File: src/rtl/single_dense_layer_ctrl_if.sv
// Bundles the start/result, weight-memory and dot-product-unit signals of one dense layer.
// master is the controller side; slave is the environment side.
interface single_dense_layer_ctrl_if #(
    parameter int unsigned IN_WIDTH  = 10,
    parameter int unsigned OUT_WIDTH = 4
);

    localparam int unsigned AW = (IN_WIDTH * OUT_WIDTH > 1) ? $clog2(IN_WIDTH * OUT_WIDTH) : 1;

    logic                       start;
    logic [IN_WIDTH-1:0][31:0]  x;
    logic                       busy;
    logic                       done;
    logic [OUT_WIDTH-1:0][31:0] y;

    logic                       w_rd_en;
    logic [AW-1:0]              w_addr;
    logic [31:0]                w_rd_data;

    logic                       dot_start;
    logic [IN_WIDTH-1:0][31:0]  dot_vector_a;
    logic [IN_WIDTH-1:0][31:0]  dot_vector_b;
    logic                       dot_done;
    logic [31:0]                dot_c;

    modport master (
        input  start, x, w_rd_data, dot_done, dot_c,
        output busy, done, y, w_rd_en, w_addr, dot_start, dot_vector_a, dot_vector_b
    );

    modport slave (
        output start, x, w_rd_data, dot_done, dot_c,
        input  busy, done, y, w_rd_en, w_addr, dot_start, dot_vector_a, dot_vector_b
    );

endinterface

File: src/rtl/single_dense_layer_ctrl.sv
// Sequences one dense layer: streams each weight row into a buffer, launches the external
// dot-product unit once per neuron and stores the (optionally ReLU'd) result into y.
module single_dense_layer_ctrl #(
    parameter int unsigned IN_WIDTH  = 10,
    parameter int unsigned OUT_WIDTH = 4,
    parameter int unsigned RELU      = 1
) (
    input  logic                      clk,
    input  logic                      rst,
    single_dense_layer_ctrl_if.master bus
);

    localparam int unsigned AW = (IN_WIDTH * OUT_WIDTH > 1) ? $clog2(IN_WIDTH * OUT_WIDTH) : 1;
    localparam int unsigned KW = (IN_WIDTH > 1) ? $clog2(IN_WIDTH) : 1;
    localparam int unsigned RW = (OUT_WIDTH > 1) ? $clog2(OUT_WIDTH) : 1;

    typedef enum logic [2:0] {
        StIdle,
        StFetch,
        StDrain,
        StStart,
        StWait,
        StStore,
        StFin
    } state_e;

    state_e                     state_q, state_d;
    logic [IN_WIDTH-1:0][31:0]  x_q;
    logic [IN_WIDTH-1:0][31:0]  row_q;
    logic [OUT_WIDTH-1:0][31:0] y_q;
    logic [RW-1:0]              r_q;
    logic [KW-1:0]              k_q;
    logic [KW-1:0]              cap_idx_q;
    logic                       cap_q;
    logic                       wait_first_q;
    logic                       k_last;
    logic                       r_last;

    assign k_last = (k_q == KW'(IN_WIDTH - 1));
    assign r_last = (r_q == RW'(OUT_WIDTH - 1));

    // Negative non-NaN values (including -0.0) clamp to +0.0; NaNs keep their payload.
    function automatic logic [31:0] relu_f(input logic [31:0] v);
        logic is_nan;
        is_nan = (v[30:23] == 8'hFF) && (v[22:0] != 23'd0);
        if ((RELU != 0) && v[31] && !is_nan) begin
            return 32'h0000_0000;
        end
        return v;
    endfunction

    always_comb begin
        state_d = state_q;
        case (state_q)
            StIdle:  if (bus.start) state_d = StFetch;
            StFetch: if (k_last) state_d = StDrain;
            StDrain: state_d = StStart;
            StStart: state_d = StWait;
            // dot_done may still be high from the previous row during the first WAIT cycle.
            StWait:  if (!wait_first_q && bus.dot_done) state_d = StStore;
            StStore: state_d = r_last ? StFin : StFetch;
            StFin:   state_d = StIdle;
            default: state_d = StIdle;
        endcase
    end

    assign bus.busy         = (state_q != StIdle) && (state_q != StFin);
    assign bus.done         = (state_q == StFin);
    assign bus.w_rd_en      = (state_q == StFetch);
    assign bus.w_addr       = (state_q == StFetch) ? AW'(32'(r_q) * IN_WIDTH + 32'(k_q)) : '0;
    assign bus.dot_start    = (state_q == StStart);
    assign bus.dot_vector_a = x_q;
    assign bus.dot_vector_b = row_q;
    assign bus.y            = y_q;

    always_ff @(posedge clk) begin
        if (rst) begin
            state_q      <= StIdle;
            x_q          <= '0;
            row_q        <= '0;
            y_q          <= '0;
            r_q          <= '0;
            k_q          <= '0;
            cap_idx_q    <= '0;
            cap_q        <= 1'b0;
            wait_first_q <= 1'b0;
        end else begin
            state_q      <= state_d;
            // Read data arrives one cycle after the strobe, so the buffer index trails k.
            cap_q        <= (state_q == StFetch);
            cap_idx_q    <= k_q;
            wait_first_q <= (state_q == StStart);
            if (cap_q) begin
                row_q[cap_idx_q] <= bus.w_rd_data;
            end
            case (state_q)
                StIdle: begin
                    if (bus.start) begin
                        x_q <= bus.x;
                        r_q <= '0;
                        k_q <= '0;
                    end
                end
                StFetch: begin
                    if (!k_last) begin
                        k_q <= k_q + KW'(1);
                    end
                end
                StStore: begin
                    y_q[r_q] <= relu_f(bus.dot_c);
                    if (!r_last) begin
                        r_q <= r_q + RW'(1);
                        k_q <= '0;
                    end
                end
                default: ;
            endcase
        end
    end

endmodule

File: src/flat_wrapper.sv
// flat-port wrapper written by rule: the top's interface ports become plain ports
module single_dense_layer_ctrl_flat 
#(
    parameter int unsigned IN_WIDTH  = 10,
    parameter int unsigned OUT_WIDTH = 4,
    parameter int unsigned RELU      = 1
)
  (clk, rst, bus_start, bus_x, bus_w_rd_data, bus_dot_done, bus_dot_c, bus_busy, bus_done, bus_y, bus_w_rd_en, bus_w_addr, bus_dot_start, bus_dot_vector_a, bus_dot_vector_b);
  single_dense_layer_ctrl_if #(.IN_WIDTH(IN_WIDTH), .OUT_WIDTH(OUT_WIDTH)) bus_i ();
  input  logic clk;
  input  logic rst;
  input wire logic [$bits(bus_i.start)-1:0] bus_start;
  input wire logic [$bits(bus_i.x)-1:0] bus_x;
  input wire logic [$bits(bus_i.w_rd_data)-1:0] bus_w_rd_data;
  input wire logic [$bits(bus_i.dot_done)-1:0] bus_dot_done;
  input wire logic [$bits(bus_i.dot_c)-1:0] bus_dot_c;
  output wire logic [$bits(bus_i.busy)-1:0] bus_busy;
  output wire logic [$bits(bus_i.done)-1:0] bus_done;
  output wire logic [$bits(bus_i.y)-1:0] bus_y;
  output wire logic [$bits(bus_i.w_rd_en)-1:0] bus_w_rd_en;
  output wire logic [$bits(bus_i.w_addr)-1:0] bus_w_addr;
  output wire logic [$bits(bus_i.dot_start)-1:0] bus_dot_start;
  output wire logic [$bits(bus_i.dot_vector_a)-1:0] bus_dot_vector_a;
  output wire logic [$bits(bus_i.dot_vector_b)-1:0] bus_dot_vector_b;
  assign bus_i.start = bus_start;
  assign bus_i.x = bus_x;
  assign bus_i.w_rd_data = bus_w_rd_data;
  assign bus_i.dot_done = bus_dot_done;
  assign bus_i.dot_c = bus_dot_c;
  assign bus_busy = bus_i.busy;
  assign bus_done = bus_i.done;
  assign bus_y = bus_i.y;
  assign bus_w_rd_en = bus_i.w_rd_en;
  assign bus_w_addr = bus_i.w_addr;
  assign bus_dot_start = bus_i.dot_start;
  assign bus_dot_vector_a = bus_i.dot_vector_a;
  assign bus_dot_vector_b = bus_i.dot_vector_b;
  single_dense_layer_ctrl #(.IN_WIDTH(IN_WIDTH), .OUT_WIDTH(OUT_WIDTH), .RELU(RELU)) u_core (.clk(clk), .rst(rst), .bus(bus_i));
endmodule
File: config.mk
export PLATFORM = sky130hd
export DESIGN_NAME = single_dense_layer_ctrl_flat
export DESIGN_NICKNAME = d
export VERILOG_FILES = /design/src/rtl/single_dense_layer_ctrl_if.sv /design/src/rtl/single_dense_layer_ctrl.sv /design/src/flat_wrapper.sv
export SDC_FILE = /design/constraint.sdc
export NUM_CORES = 2
export LEC_CHECK = 0
export BUFFER_PORTS_ARGS = -buffer_cell sky130_fd_sc_hd__clkbuf_2
export CAP_MARGIN = 20
export CORE_AREA = 3 3 450 452
export DETAILED_ROUTE_END_ITERATION = 16
export DIE_AREA = 0 0 453 455
export PLACE_DENSITY = 0.37
export SYNTH_ARGS = -nofsm -noshare
export SYNTH_HDL_FRONTEND = slang
export SYNTH_SLANG_ARGS = --single-unit
File: constraint.sdc
create_clock -name clk -period 4.2 [get_ports clk]
set_input_delay 0.42 -clock clk [delete_from_list [all_inputs] [get_ports clk]]
set_output_delay 0.42 -clock clk [all_outputs]
set_load 0.05 [all_outputs]
# == Word level (Yosys, flattened, before mapping) ==
# Index checks and enable logic that the tools add are counted.
# totals
reg_bits,783
latchBits,0
ramBits,0
romBits,0
inputBits,388
n_memories,0
# op_classes
add_sub_neg,3
multipliers,1
n_div,0
magnitude_cmp,4
eq_ne,15
n_shift,0
mux,26
bitwise,0
reduce_logical,17
# op_table
cell,count
$bwmux W320,1
$mux W32,6
$bwmux W128,1
$demux W32 S4,1
$demux W32 S2,1
$reduce_bool A23 Y1,1
$pmux W3 S6,1
$mux W3,4
$mux W4,3
$pmux W4 S3,1
$eq A3 B3 Y1 const B,3
$eq A8 B8 Y1 const B,1
$add A6 B4 Y6,1
$eq A3 B2 Y1 const B,2
$logic_and A1 B1 Y1,6
$mux W6,1
$ne A2 B2 Y1 const B,3
$reduce_and A3 Y1,2
$reduce_bool A3 Y1,2
$lt A4 B5 Y1 const B,1
$mul A2 B3 Y5 const B,1
$add A4 B1 Y4 const B,1
$eq A4 B4 Y1 const B,1
$ge A4 B1 Y1 const B,1
15 further kinds,20

# == Longest topological paths before layout ==
# logic_depth
ltp_word,11
depth_mapped,8
mapped_depth_nobuf,6

# == Worst setup path before layout ==
# No wires, ideal clock.
# synth_path
path_kind,reg-to-output
startpoint,register u_core.state_q[0]
endpoint,output port bus_w_addr[5]
arrival_time_ps,2194
t_required_ps,3780
setup_slack_ps,1586
path_stages_with_launch,7
path_buffers,2
path_cell_list,dfxtp_1 -> buf_2 -> or3b_1 -> clkbuf_1 -> inv_1 -> o21ai_0 -> nor2_1
# synth_via
elab_chain_len,2
# synth_rtl
element,line,source
"start, declared",single_dense_layer_ctrl.sv:27,"state_e state_q, state_d;"
"start signal, assigned",single_dense_layer_ctrl.sv:78,state_q <= StIdle;
"start signal, assigned",single_dense_layer_ctrl.sv:88,state_q <= state_d;
$eq A3 B1 Y1,-,
named net bus_w_rd_en,flat_wrapper.sv:20,output wire logic [$bits(bus_i.w_rd_en)-1:0] bus_w_rd_en;
$mux W6,single_dense_layer_ctrl.sv:70,assign bus.w_addr = (state_q == StFetch) ? AW'(32'(r_q) * IN_WIDTH + 32'(k_q)) : '0;
"end, declared",flat_wrapper.sv:21,output wire logic [$bits(bus_i.w_addr)-1:0] bus_w_addr;
# The timed path passes the listed nets, and every way through them passes these cells.

# == Worst setup path in the final report ==
# layout_path
startpoint,register u_core.state_q[0]
endpoint,output port bus_w_addr[5]
# layout_via
elab_chain_len,2
# layout_rtl
element,line
$eq A3 B1 Y1,single_dense_layer_ctrl.sv:70
$mux W6,single_dense_layer_ctrl.sv:70
# Every way passes these cells.

==> flow_metrics.py <==
metrics = {
    "cells_and_area": {
        "final_cell_mix": "1,345 x nand2_1, 1,164 x clkbuf_2, 783 x dfxtp_1",
        "finalNetCount": 5294,
        "mostFrequentLayoutCell": "nand2_1",
        "area_growth_pct": 54.3,
        "fillers": 22400,
        "drive_above_1_share": 0.282,
        "seq_area_sq_um": 15700,
        "multi_input_comb_area_sq_um": 11100,
    },
    "synthesis": {
        "synth_area_leader_cell": "dfxtp_1",
        "ys.warnings.count": 0,
        "avgSynthCellArea_sq_um": 7.92,
        "number_of_enable_type_register_cells_in_the_synthesized_netlist": 0,
        "asyncSetResetFlopFracSynth": 0,
        "netlist.area_leader.share": 0.558,
        "synth_top_cells_by_area": "dfxtp_1 56%, nand2_1 18%, a21oi_1 12%, clkbuf_1 2.7%, buf_2 1.7%",
        "synth.yosys.seq_area_share": 0.558,
        "synthFlopType": "dfxtp_1",
        "ys_ff_latch": 783,
        "netlist_area_sq_um": 28100,
        "syn-num-nets": 3944,
        "synthesis.instances": 3546,
        "post_synth_num_cell_types": 40,
    },
    "floorplanning": {
        "design.core.area_sq_um": 199000,
        "design.die.area_sq_um": 206000,
        "die_height_microns": 455,
        "die_w_microns": 453,
        "pin_count": 1166,
        "core.rowCount": 164,
        "starting_density_of_the_core": 0.141,
    },
    "critical_path": {
        "end_kind": "output port",
        "path_class": "flip-flop to output port",
        "worst-r2r-setup-slack_ns": 1.74,
        "worstReg2RegStart": "u_core.state_q[0]",
        "critPathTopFamily": "flip-flops",
        "critical_path_buf_inv_count": 2,
        "critical_path.max_fanout": 17,
        "reg2reg_to": "u_core.bus.dot_vector_a[187]",
        "worst_path_max_delay_cell": "dfxtp_1",
        "cp-start-kind": "flip-flop",
        "timing.critical_path.arrival_ns": 2.80,
        "timing.critical_path.required_ns": 3.78,
        "reg2reg_depth": 6,
        "critPathMaxStageDelay_ns": 0.69,
        "crit_path_cell_trace": "or3b_1 > inv_1 > o21ai_0 > nor2_1 > clkbuf_2",
    },
    "route": {
        "drcViolationCount": 0,
        "detail_route.wl_per_cell_microns": 22.7,
        "postRouteAntennaNets": 0,
        "drt-initial-drc-count": 2132,
        "avgViaCountPerCell": 3.91,
        "drtPass1Iterations": 8,
        "vias": 29900,
        "wirelength_microns": 173000,
    },
    "grt": {
        "first_global_vias": 28900,
        "global_route.overflow_total": 0,
        "antenna_found_initial": 32,
        "global_route.usage.total": 0.159,
        "pin_count_of_the_biggest_net_entering_global_routing": 124,
        "first_pass_grt_wire_length_microns": 234000,
    },
    "timing": {
        "setup_viol": 0,
        "worst_setup_skew_after_layout_ns": 0.0560,
        "grt_setup_unrepaired": "no",
        "min_period_ns": 3.22,
        "drv_slew": 0,
        "relSlewSlack": 0.297,
        "setup_ws_ns": 0.978,
        "timing.hold.ws_ns": 0.0548,
        "finalCritPeriodShare": 0.767,
        "total_negative_setup_slacks_ns": 0,
        "tightest_slew_ns": 1.05,
        "maxClockFrequency_mhz": 310,
        "finalHoldViolCount": 0,
    },
    "place": {
        "post-place-ws_ns": 1.76,
        "detailed_place_hpwl_microns": 132000,
        "placement.io_buffers": 1165,
        "gp_routability_congestion": 0.854,
    },
    "min_path": {
        "timing.hold.worst.start": "bus_x[98]",
        "timing.hold.worst.class": "input pin to flip-flop",
        "hold_path_end": "u_core.bus.dot_vector_a[98]",
        "worst_hold_path_depth": 3,
    },
    "power": {
        "ir_worst_vdd_mv": 0.292,
        "pwr_density_cell_nw_per_um2": 440,
        "fin_total_pwr_mw": 19.1,
        "static_leakage_power_nw": 17.9,
    },
    "clock_network": {
        "cts.path.max_buffers": 3,
        "clock-root-buffer": "clkbuf_16",
        "cts.htree.levels": 3,
        "tritoncts_clock_tree": "built",
        "cts.reportedPaths.clkPinSlew_ns": 0.06,
        "worstSkewPairLatency_ns": 0.74,
        "post_cts.repair.setup_buffers": 0,
        "clkSinkCount": 783,
        "clock_buffer_count_from_cts": 99,
    },
    "outcome": {
        "run_status": "finished clean",
    },
    "run": {
        "maxCapViolations": 0,
    },
}
[kinds of logic (layout without fill, tap and decap cells)]
family,after synthesis,count (layout),share of synthesized area
and+or+nand+nor,1494,1494,0.214
buffers and inverters,343,1771,0.0501
xor gates and xnor gates,1,1,0.000312
DFF,783,783,0.558
adders and majority gates,10,10,0.00472
AOI/OAI and AO/OA,914,914,0.172
other,0,13,0
muxes,1,1,0.000356
[cell type report]
type                       instances  area share
multi-input combinational       2420       0.255
antenna                           13    0.000751
sequential                       783       0.362
clock buffer                     151      0.0677
clock inverter                    28     0.00921
tap                             2656      0.0767
inverter                          39     0.00338
timing repair buffer            1553       0.225
[metal layers]
| metal | up-vias | GRT usage | share of wire |
|---|---|---|---|
| met5 | - | 0 | 0.000075 |
| met4 | 2 | 0.0638 | 0.039 |
| met3 | 272 | 0.0370 | 0.064 |
| met2 | 1090 | 0.294 | 0.52 |
| met1 | 14200 | 0.174 | 0.37 |
| li1 | 14300 | - | - |
[state kept, by name, indices dropped and copies added (netlist names)]
signal                   count
u_core.cap_idx_q             4
u_core.bus.dot_vector_b    320
u_core.bus.y               128
u_core.r_q                   2
u_core.state_q               3
u_core.cap_q                 1
u_core.wait_first_q          1
u_core.k_q                   4
u_core.bus.dot_vector_a    320
[Yosys cell counts (all sizes together) (3+ instances only)]
| cell type | instances |
|---|---|
| a21oi | 682 |
| and3 | 3 |
| nand4 | 3 |
| buf | 104 |
| ha | 9 |
| o2111ai | 4 |
| nor3 | 6 |
| nand4b | 5 |
| or2 | 7 |
| nand2 | 1347 |
| nor4 | 6 |
| nor2b | 19 |
| inv | 39 |
| nor3b | 4 |
| nand3b | 34 |
| and2 | 11 |
| dfxtp | 783 |
| a31oi | 62 |
| o21bai | 61 |
| nor2 | 19 |
| clkbuf | 200 |
| nand2b | 18 |
| nand3 | 5 |
| o21ai | 102 |
[worst max-delay path by stage]
stage / start / to / depth (start not counted)
floorplan: u_core.state_q[0] / bus_w_addr[5] / 6
global route: u_core.state_q[0] / bus_w_addr[5] / 5
finish: u_core.state_q[0] / bus_w_addr[5] / 5
CTS: u_core.state_q[0] / bus_w_addr[5] / 5
detailed placement: u_core.state_q[0] / bus_w_addr[5] / 5
global placement: u_core.state_q[0] / bus_w_addr[5] / 5
[power by group]
part	switching (mW)	total [mW]	leakage (nW)	internal, mW
Clock	3.70	8.84	1.63	5.14
Combinational	1.78	2.45	9.95	0.670
Sequential	0.132	7.77	6.36	7.64
Total	5.61	19.1	17.9	13.5
[timing repair]
item	4_1_cts	5_1_grt
hold buffers	327	0
setup endpoints to repair	0	0
resized for setup	0	0
hold endpoints to repair	359	0
[metrics by stage]
stage	instance area, sq um	cells	util
6_report	43300	7643	0.217
5_1_grt	43300	7640	0.217
4_1_cts	43300	7630	0.217
3_5_place_dp	36700	7124	0.184
3_3_place_gp	36700	7124	0.184
2_1_floorplan	28100	3546	-
[worst register-to-register path, delay by kind of cell, from the launching register on]
| kind | cells | cell delay, ns |
|---|---|---|
| buf+inv | 2 | 1.01 |
| flops | 1 | 0.69 |
| simple gates | 3 | 0.50 |
| compound gates | 1 | 0.15 |
Power figures use the tool's default switching activity.
